`src/rtl/storage_arbiter.sv`:
```
`timescale 1ns/1ps
// Arbitrates NUM_REQ requesters onto the single storage_controller port, with a one-cycle
// gap between accesses and a timeout abort. Define STORAGE_ARB_ROUND_ROBIN_EN for round-robin.
module storage_arbiter #(
    parameter int NUM_REQ        = 3,
    parameter int TIMEOUT_CYCLES = 1024,
    parameter int TO_W           = $clog2(TIMEOUT_CYCLES + 1)
) (
    input  logic                  clk,
    input  logic                  rst,
    input  logic                  prog_mode,
    input  logic [NUM_REQ-1:0]    req_valid,
    input  logic [NUM_REQ-1:0]    req_we,
    input  logic [NUM_REQ*32-1:0] req_addr,
    input  logic [NUM_REQ*32-1:0] req_wdata,
    input  logic [NUM_REQ*4-1:0]  req_be,
    output logic [NUM_REQ-1:0]    req_done,
    output logic                  req_err,
    output logic [31:0]           req_rdata,
    output logic                  busy,
    output logic                  memory_access,
    output logic                  memory_is_writing,
    output logic [31:0]           addr,
    output logic [31:0]           d_in,
    output logic [3:0]            mem_be,
    input  logic [31:0]           d_out,
    input  logic                  out_valid
);

    localparam int IDX_W = (NUM_REQ > 1) ? $clog2(NUM_REQ) : 1;
    localparam logic [TO_W-1:0] TO_LAST = TO_W'(TIMEOUT_CYCLES - 1);

    typedef enum logic [1:0] {
        ST_IDLE = 2'd0,
        ST_BUSY = 2'd1,
        ST_GAP  = 2'd2
    } state_t;

    state_t             state_r;
    logic [TO_W-1:0]    cnt_r;
    logic [IDX_W-1:0]   grant_r;
    logic [IDX_W-1:0]   win_idx_s;
    logic [IDX_W-1:0]   cand_s;
    logic               win_found_s;
    logic [31:0]        addr_arr_s  [NUM_REQ];
    logic [31:0]        wdata_arr_s [NUM_REQ];
    logic [3:0]         be_arr_s    [NUM_REQ];
`ifdef STORAGE_ARB_ROUND_ROBIN_EN
    logic [IDX_W-1:0]   ptr_r;
`endif

    // Unpack the flat request buses into per-requester arrays
    always_comb begin
        for (int i = 0; i < NUM_REQ; i++) begin
            addr_arr_s[i]  = req_addr[32*i +: 32];
            wdata_arr_s[i] = req_wdata[32*i +: 32];
            be_arr_s[i]    = req_be[4*i +: 4];
        end
    end

    // Winner search: upward from the pointer in round-robin mode, from index 0 otherwise
    always_comb begin
        win_found_s = 1'b0;
        win_idx_s   = '0;
        cand_s      = '0;
        for (int i = 0; i < NUM_REQ; i++) begin
`ifdef STORAGE_ARB_ROUND_ROBIN_EN
            cand_s = IDX_W'((int'(ptr_r) + 1 + i) % NUM_REQ);
`else
            cand_s = IDX_W'(i);
`endif
            if (!win_found_s && req_valid[cand_s]) begin
                win_found_s = 1'b1;
                win_idx_s   = cand_s;
            end else begin
                win_found_s = win_found_s;
            end
        end
    end

    // Arbiter FSM with registered controller-side and requester-side outputs
    always_ff @(posedge clk or posedge rst) begin
        if (rst) begin
            state_r           <= ST_IDLE;
            cnt_r             <= '0;
            grant_r           <= '0;
            memory_access     <= 1'b0;
            memory_is_writing <= 1'b0;
            addr              <= 32'h0000_0000;
            d_in              <= 32'h0000_0000;
            mem_be            <= 4'h0;
            req_done          <= '0;
            req_err           <= 1'b0;
            req_rdata         <= 32'h0000_0000;
            busy              <= 1'b0;
`ifdef STORAGE_ARB_ROUND_ROBIN_EN
            ptr_r             <= IDX_W'(NUM_REQ - 1);
`endif
        end else begin
            case (state_r)
                ST_IDLE: begin
                    if (!prog_mode && win_found_s) begin
                        state_r           <= ST_BUSY;
                        grant_r           <= win_idx_s;
                        cnt_r             <= '0;
                        memory_access     <= 1'b1;
                        memory_is_writing <= req_we[win_idx_s];
                        addr              <= addr_arr_s[win_idx_s];
                        d_in              <= wdata_arr_s[win_idx_s];
                        mem_be            <= be_arr_s[win_idx_s];
                        busy              <= 1'b1;
`ifdef STORAGE_ARB_ROUND_ROBIN_EN
                        ptr_r             <= win_idx_s;
`endif
                    end else begin
                        state_r <= ST_IDLE;
                    end
                end
                ST_BUSY: begin
                    // Completion and timeout share one exit; out_valid takes precedence
                    if (out_valid || (cnt_r == TO_LAST)) begin
                        state_r           <= ST_GAP;
                        req_done          <= NUM_REQ'(1'b1) << grant_r;
                        req_err           <= ~out_valid;
                        if (!out_valid) begin
                            req_rdata <= 32'h0000_0000;
                        end else if (!memory_is_writing) begin
                            req_rdata <= d_out;
                        end else begin
                            req_rdata <= req_rdata;
                        end
                        memory_access     <= 1'b0;
                        memory_is_writing <= 1'b0;
                        addr              <= 32'h0000_0000;
                        d_in              <= 32'h0000_0000;
                        mem_be            <= 4'h0;
                    end else begin
                        cnt_r <= cnt_r + TO_W'(1);
                    end
                end
                ST_GAP: begin
                    state_r  <= ST_IDLE;
                    req_done <= '0;
                    req_err  <= 1'b0;
                    cnt_r    <= '0;
                    busy     <= 1'b0;
                end
                default: begin
                    state_r           <= ST_IDLE;
                    cnt_r             <= '0;
                    memory_access     <= 1'b0;
                    memory_is_writing <= 1'b0;
                    addr              <= 32'h0000_0000;
                    d_in              <= 32'h0000_0000;
                    mem_be            <= 4'h0;
                    req_done          <= '0;
                    req_err           <= 1'b0;
                    busy              <= 1'b0;
                end
            endcase
        end
    end

endmodule
```
`config.mk`:
```
export PLATFORM = sky130hd
export DESIGN_NAME = storage_arbiter
export DESIGN_NICKNAME = d
export VERILOG_FILES = /design/src/rtl/storage_arbiter.sv
export SDC_FILE = /design/constraint.sdc
export NUM_CORES = 1
export LEC_CHECK = 0
export ABC_CLOCK_PERIOD_IN_PS = 10100
export CORE_AREA = 2 2 137 139
export DETAILED_ROUTE_END_ITERATION = 10
export DIE_AREA = 0 0 139 141
export GPL_ROUTABILITY_DRIVEN = 0
export GPL_TIMING_DRIVEN = 0
export PLACE_DENSITY_LB_ADDON = 0.15
export SLEW_MARGIN = 5
export SYNTH_ARGS = -nofsm -noshare
export SYNTH_HDL_FRONTEND = slang
export SYNTH_SLANG_ARGS = --single-unit
```
`constraint.sdc`:
```
create_clock -name clk -period 10.1 [get_ports clk]
set_clock_uncertainty 0.1 [all_clocks]
set_input_delay 1.01 -clock clk [delete_from_list [all_inputs] [get_ports clk]]
set_output_delay 1.01 -clock clk [all_outputs]
set_load 0.03 [all_outputs]
```
; After elaboration in Yosys (flattened, before gate mapping)
; Cells that the tools add are included.
[word_totals]
wordCells = 84
in_bits = 246
ff_bits = 122
[classes]
eq_ne = 7
n_reduce_logical = 14
shift = 1
n_addsub = 1
n_bitwise = 5
n_mux = 42
n_lt_le_gt_ge = 2
[ops]
columns = operator, n
row1 = $mux W32, 9
row2 = $pmux W32 S3, 2
row3 = $bmux W32 S2, 2
row4 = $mux W11, 2
row5 = $pmux W11 S2, 1
row6 = $mux W4, 4
row7 = $pmux W4 S3, 1
row8 = $add A11 B1 Y11 const B, 1
row9 = $eq A11 B10 Y1 const B, 1
row10 = $mux W1, 10
row11 = $bmux W4 S2, 1
row12 = $ne A2 B2 Y1 const B, 4
row13 = $reduce_and A2 Y1, 4
row14 = $pmux W1 S3, 2
row15 = $pmux W3 S2, 1
row16 = $reduce_and A3 Y1, 2
row17 = $mux W2, 2
row18 = $not A1 Y1, 4
row19 = $pmux W1 S2, 2
row20 = $pmux W2 S2, 1
row21 = $ge A3 B3 Y1 const B, 1
row22 = $logic_and A1 B1 Y1, 3
row23 = $logic_not A1 Y1, 3
row24 = $lt A2 B3 Y1 const B, 1
row25 = 8 further kinds, 8

; Depth between registers and ports, before layout
[logic_depth]
word_depth = 13
mapped_depth = 7
depth_no_buf = 5

; Worst setup path before layout
; OpenSTA, ideal clock, no wires.
[synth_path]
path_kind = in2reg
from = input port req_valid[1]
to = register addr[0]
t_arrival_ns = 2.367
setup_time_ns = 0.125
path_buffers = 3
t_required_ns = 9.875
slack_ns = 7.508
cell_stages = 7
cell_sequence = or3b_2 > clkbuf_1 > clkbuf_1 > clkbuf_1 > nor2_1 > a211oi_1 > mux2_2
[synth_via]
elab_chain_cells = 11
word_cells_on_any_way = 16
cone_classes = eq/ne (1) / mux (9) / bitwise (1) / reduce/logical (5)
[synth_lines]
columns = element, line_no
row1 = from (decl), 12  ; input logic [NUM_REQ-1:0] req_valid,
row2 = $logic_and A1 B1 Y1 *, 72  ; if (!win_found_s && req_valid[cand_s]) begin
row3 = $mux W1, 72
row4 = $logic_not A1 Y1, 72
row5 = $logic_and A1 B1 Y1, 72
row6 = $mux W2, 72
row7 = $not A2 Y3 (implied by the code), 108  ; addr <= addr_arr_s[win_idx_s];
row8 = $bmux W32 S2, 108
row9 = $mux W32 (implied by the code) (2 in a row), 108
row10 = $mux W32, 102  ; if (!prog_mode && win_found_s) begin
row11 = $pmux W32 S3, 100  ; case (state_r)
row12 = to (signal assigned), 108
row13 = to (decl), 23  ; output logic [31:0] addr,
; Every way passes the cells marked *; elsewhere a longest branch is shown, timed or not. The select of a mux whose other input is x is not followed.
; A chain may end at the register's enable or synchronous reset.

; Worst setup path in the final report
[layout_path]
from = input port req_valid[1]
to = register addr[22]
; Same word-level chain as after synthesis.

==> run metrics <==
status complete, no violations; post-layout power 3.02 mW; Synth top area share 44.1%; crit path max fanout 10; max-capacitance violation count 0; startpoint types input pin; Worst path slowest cell clkbuf_1; clk buf depth 2; post-DR vias/cell 5.06; clock sinks 122; worst r2r src cnt_r[0]$_DFFE_PP0P_; Synth Area in Compound Gates 16.8%; Hold Buf Count CTS 0; Crit path largest cell delay 0.88 ns; EDFF count, synth 0; core box area 0.0183 mm2; most numerous cell in the Yosys netlist dfrtp_1; VDD IR max 191 uV; Tightest Hold Check Type reg2reg; Final Util 62.3%; Synth cell types 45; critical path arrival around 3.9 ns; die height 141 um; part of the cycle the worst path needs 36.5%; Finished Cell Area 0.0114 mm2; RSZ-0062 raised after global routing no; Post-synth top flop dfrtp_1; worst hold start cnt_r[10]$_DFFE_PP0P_; DIE AREA 0.0196 mm2; Vias between 6000 and 7000; Hold Fails Final Rpt 0; H-tree Lvls 4; fin. max-slew vios 0; clock transition at the registers of the reported paths 0.06 ns; DRC violations left 0; first-pass GRT wire length 36600 um; CTS buffer count 17; Post-Synth Adder-Cell Area 0.181%; Buffers on Ports between 300 and 400; clock root buffer clkbuf_16; Cell Rows 50; final setup violation count 0; grt total ovfl 0; Synth Area per Inst 10.6 um2; sequential-to-total area share from yosys stat 44.1%; Post-CTS Setup Inserts 0; ordered cell list for the critical path clkdlybuf4s50_1 -> nor2b_1 -> clkbuf_1 -> clkbuf_1 -> mux2i_1 -> a211oi_1 -> mux2_4; synth warn 0; Mapped Cells 655; CTS tree done; Worst-Margin Slew roughly 1.1 ns; total wire length 23800 um; Critical Path End Type register; fraction of registers with async set or reset after synthesis 100%; initial antenna violation count 2; Synth area leader dfrtp_1; XOR/XNOR Fraction of Synth Area 0%; vias in the first global route 6569; required time of the critical path 10.30 ns; die width about 140 um; share of layout cells above drive strength 1 around an eighth; Routed Antenna Nets 0; Syn Nets 902; mapped cell area 0.00693 mm2; Layout area overhead 64.3%; IO Count roughly 350; mux cell area share after synthesis 23.5%; Buf/Inv on CP 3; later-pin clock latency in the skew report 0.42 ns; GR Util All Layers 24.0%; Power Dens Cells ~270 mW/mm2; initial core utilization 37.9%; cell family with most CP delay buffers and inverters; synth top area cells dfrtp_1, mux2i_1, mux2_4, a211oi_1, mux2_2; final net count approximately 1300; Synth Register Bits 122; 1st-iter DRT viols slightly below 300; drt pass-1 iters 4; relative slew slack 25.7%; worst hold slack 0.384 ns; Leakage 4.72 nW; placed inst area 0.0108 mm2; largest net degree at the start of global routing 70; Post-synth top cells dfrtp_1, nor2_1, a211oi_1, mux2i_1, nand2_1; Fin Setup TNS 0 ns; CP dominant cell by count clkbuf_1; minimum clock period 3.68 ns; kind of critical path in2reg; Fmax achieved 0.272 GHz; Detailed Place HPWL 18100 um; combinational family with the most area after synthesis multiplexers; WL/cell about 19 um; Critical Path Start req_valid[1]; Synth Area in Simple Gates between 10% and 20%; post-cts resize count 0
[state kept, by name (all words and copies together), names as in the netlist]
register           flops
memory_is_writing      1
req_err                1
state_r                2
d_in                  32
memory_access          1
req_done               3
grant_r                2
addr                  32
req_rdata             32
busy                   1
cnt_r                 11
mem_be                 4
[final cells by class]
type / count / area (um2)
tap: 234 / 293
buffer: 57 / 303
timing repair buffer: 352 / 3540
inverter: 9 / 38.8
clock buffer: 19 / 443
sequential: 122 / 3050
multi-input combinational: 467 / 3540
clock inverter: 13 / 169
fill: 1546 / 6890
antenna: 2 / 5.00
[power by group]
part           total (mW)  leakage, nW  switching [mW]  internal (mW)
Sequential          0.840         1.54           0.142          0.698
Combinational        1.55         2.89           0.821          0.729
Clock               0.629        0.286           0.233          0.396
[metrics by stage]
| step | setup slack (ns) | std cells |
|---|---|---|
| global route | 6.28 | 1275 |
| CTS | 6.36 | 1273 |
| detailed placement | 5.93 | 1241 |
| global placement | 3.77 | 1240 |
| finish | 6.42 | 1275 |
| floorplan | 5.75 | 655 |
[per-layer routing]
| metal | up-vias | track usage, % | wire (um) |
|---|---|---|---|
| met2 | 238 | 41.0 | 11900 |
| li1 | 3138 | - | - |
| met3 | 27 | 7.88 | 1630 |
| met4 | 0 | 6.86 | 467 |
| met5 | - | 0 | 0 |
| met1 | 3045 | 29.3 | 9720 |
[worst reg2reg max path, stage by stage (launching register included)]
cell and delay, ns:
dfrtp_1 0.43, ha_1 0.26, nand3_2 0.17, o31ai_2 0.68, nand2_1 0.34, clkbuf_1 0.32, a22o_1 0.31
[cell usage in the layout, fill, tap and decap left out, drive strengths merged, types with 2 or more instances in the layout]
master           n
nand4b           3
inv             11
clkinv           4
or3              3
mux2            70
a22oi            2
nor2            73
a211oi          69
nand4            3
nand2           54
clkinvlp         4
o211ai           3
nand2b           2
nor3             4
a21oi            8
o21ai           35
nor2b            2
nand3            8
o21a             2
and3             3
clkbuf          66
a31oi            6
bufinv           3
or4              2
a22o            32
buf             11
dfrtp          122
diode            2
and2             2
clkdlybuf4s50  351
nor4             2
mux2i           69
[final timing paths]
check	endpoint	slack [ns]	cells after the start
max in group asynchronous	d_in[14]$_DFFE_PP0P_	8.25	3
worst min register to register	cnt_r[10]$_DFFE_PP0P_	0.38	1
min in group asynchronous	addr[7]$_DFFE_PP0P_	0.91	2
worst max register to register	req_rdata[8]$_DFFE_PP0P_	7.35	6
worst min-delay path	cnt_r[10]$_DFFE_PP0P_	0.38	1
worst max-delay path	addr[22]$_DFFE_PP0P_	6.42	7
[cell families (layout without fill, tap and decap cells)]
logic type / count (synthesis) / in the layout
adders and majority gates: 1 / 1
other: 0 / 2
DFF: 122 / 122
and+or+nand+nor: 165 / 165
muxes: 139 / 139
buffers and inverters: 66 / 450
AOI/OAI and AO/OA: 162 / 162
(Power assumes the default switching activity.)
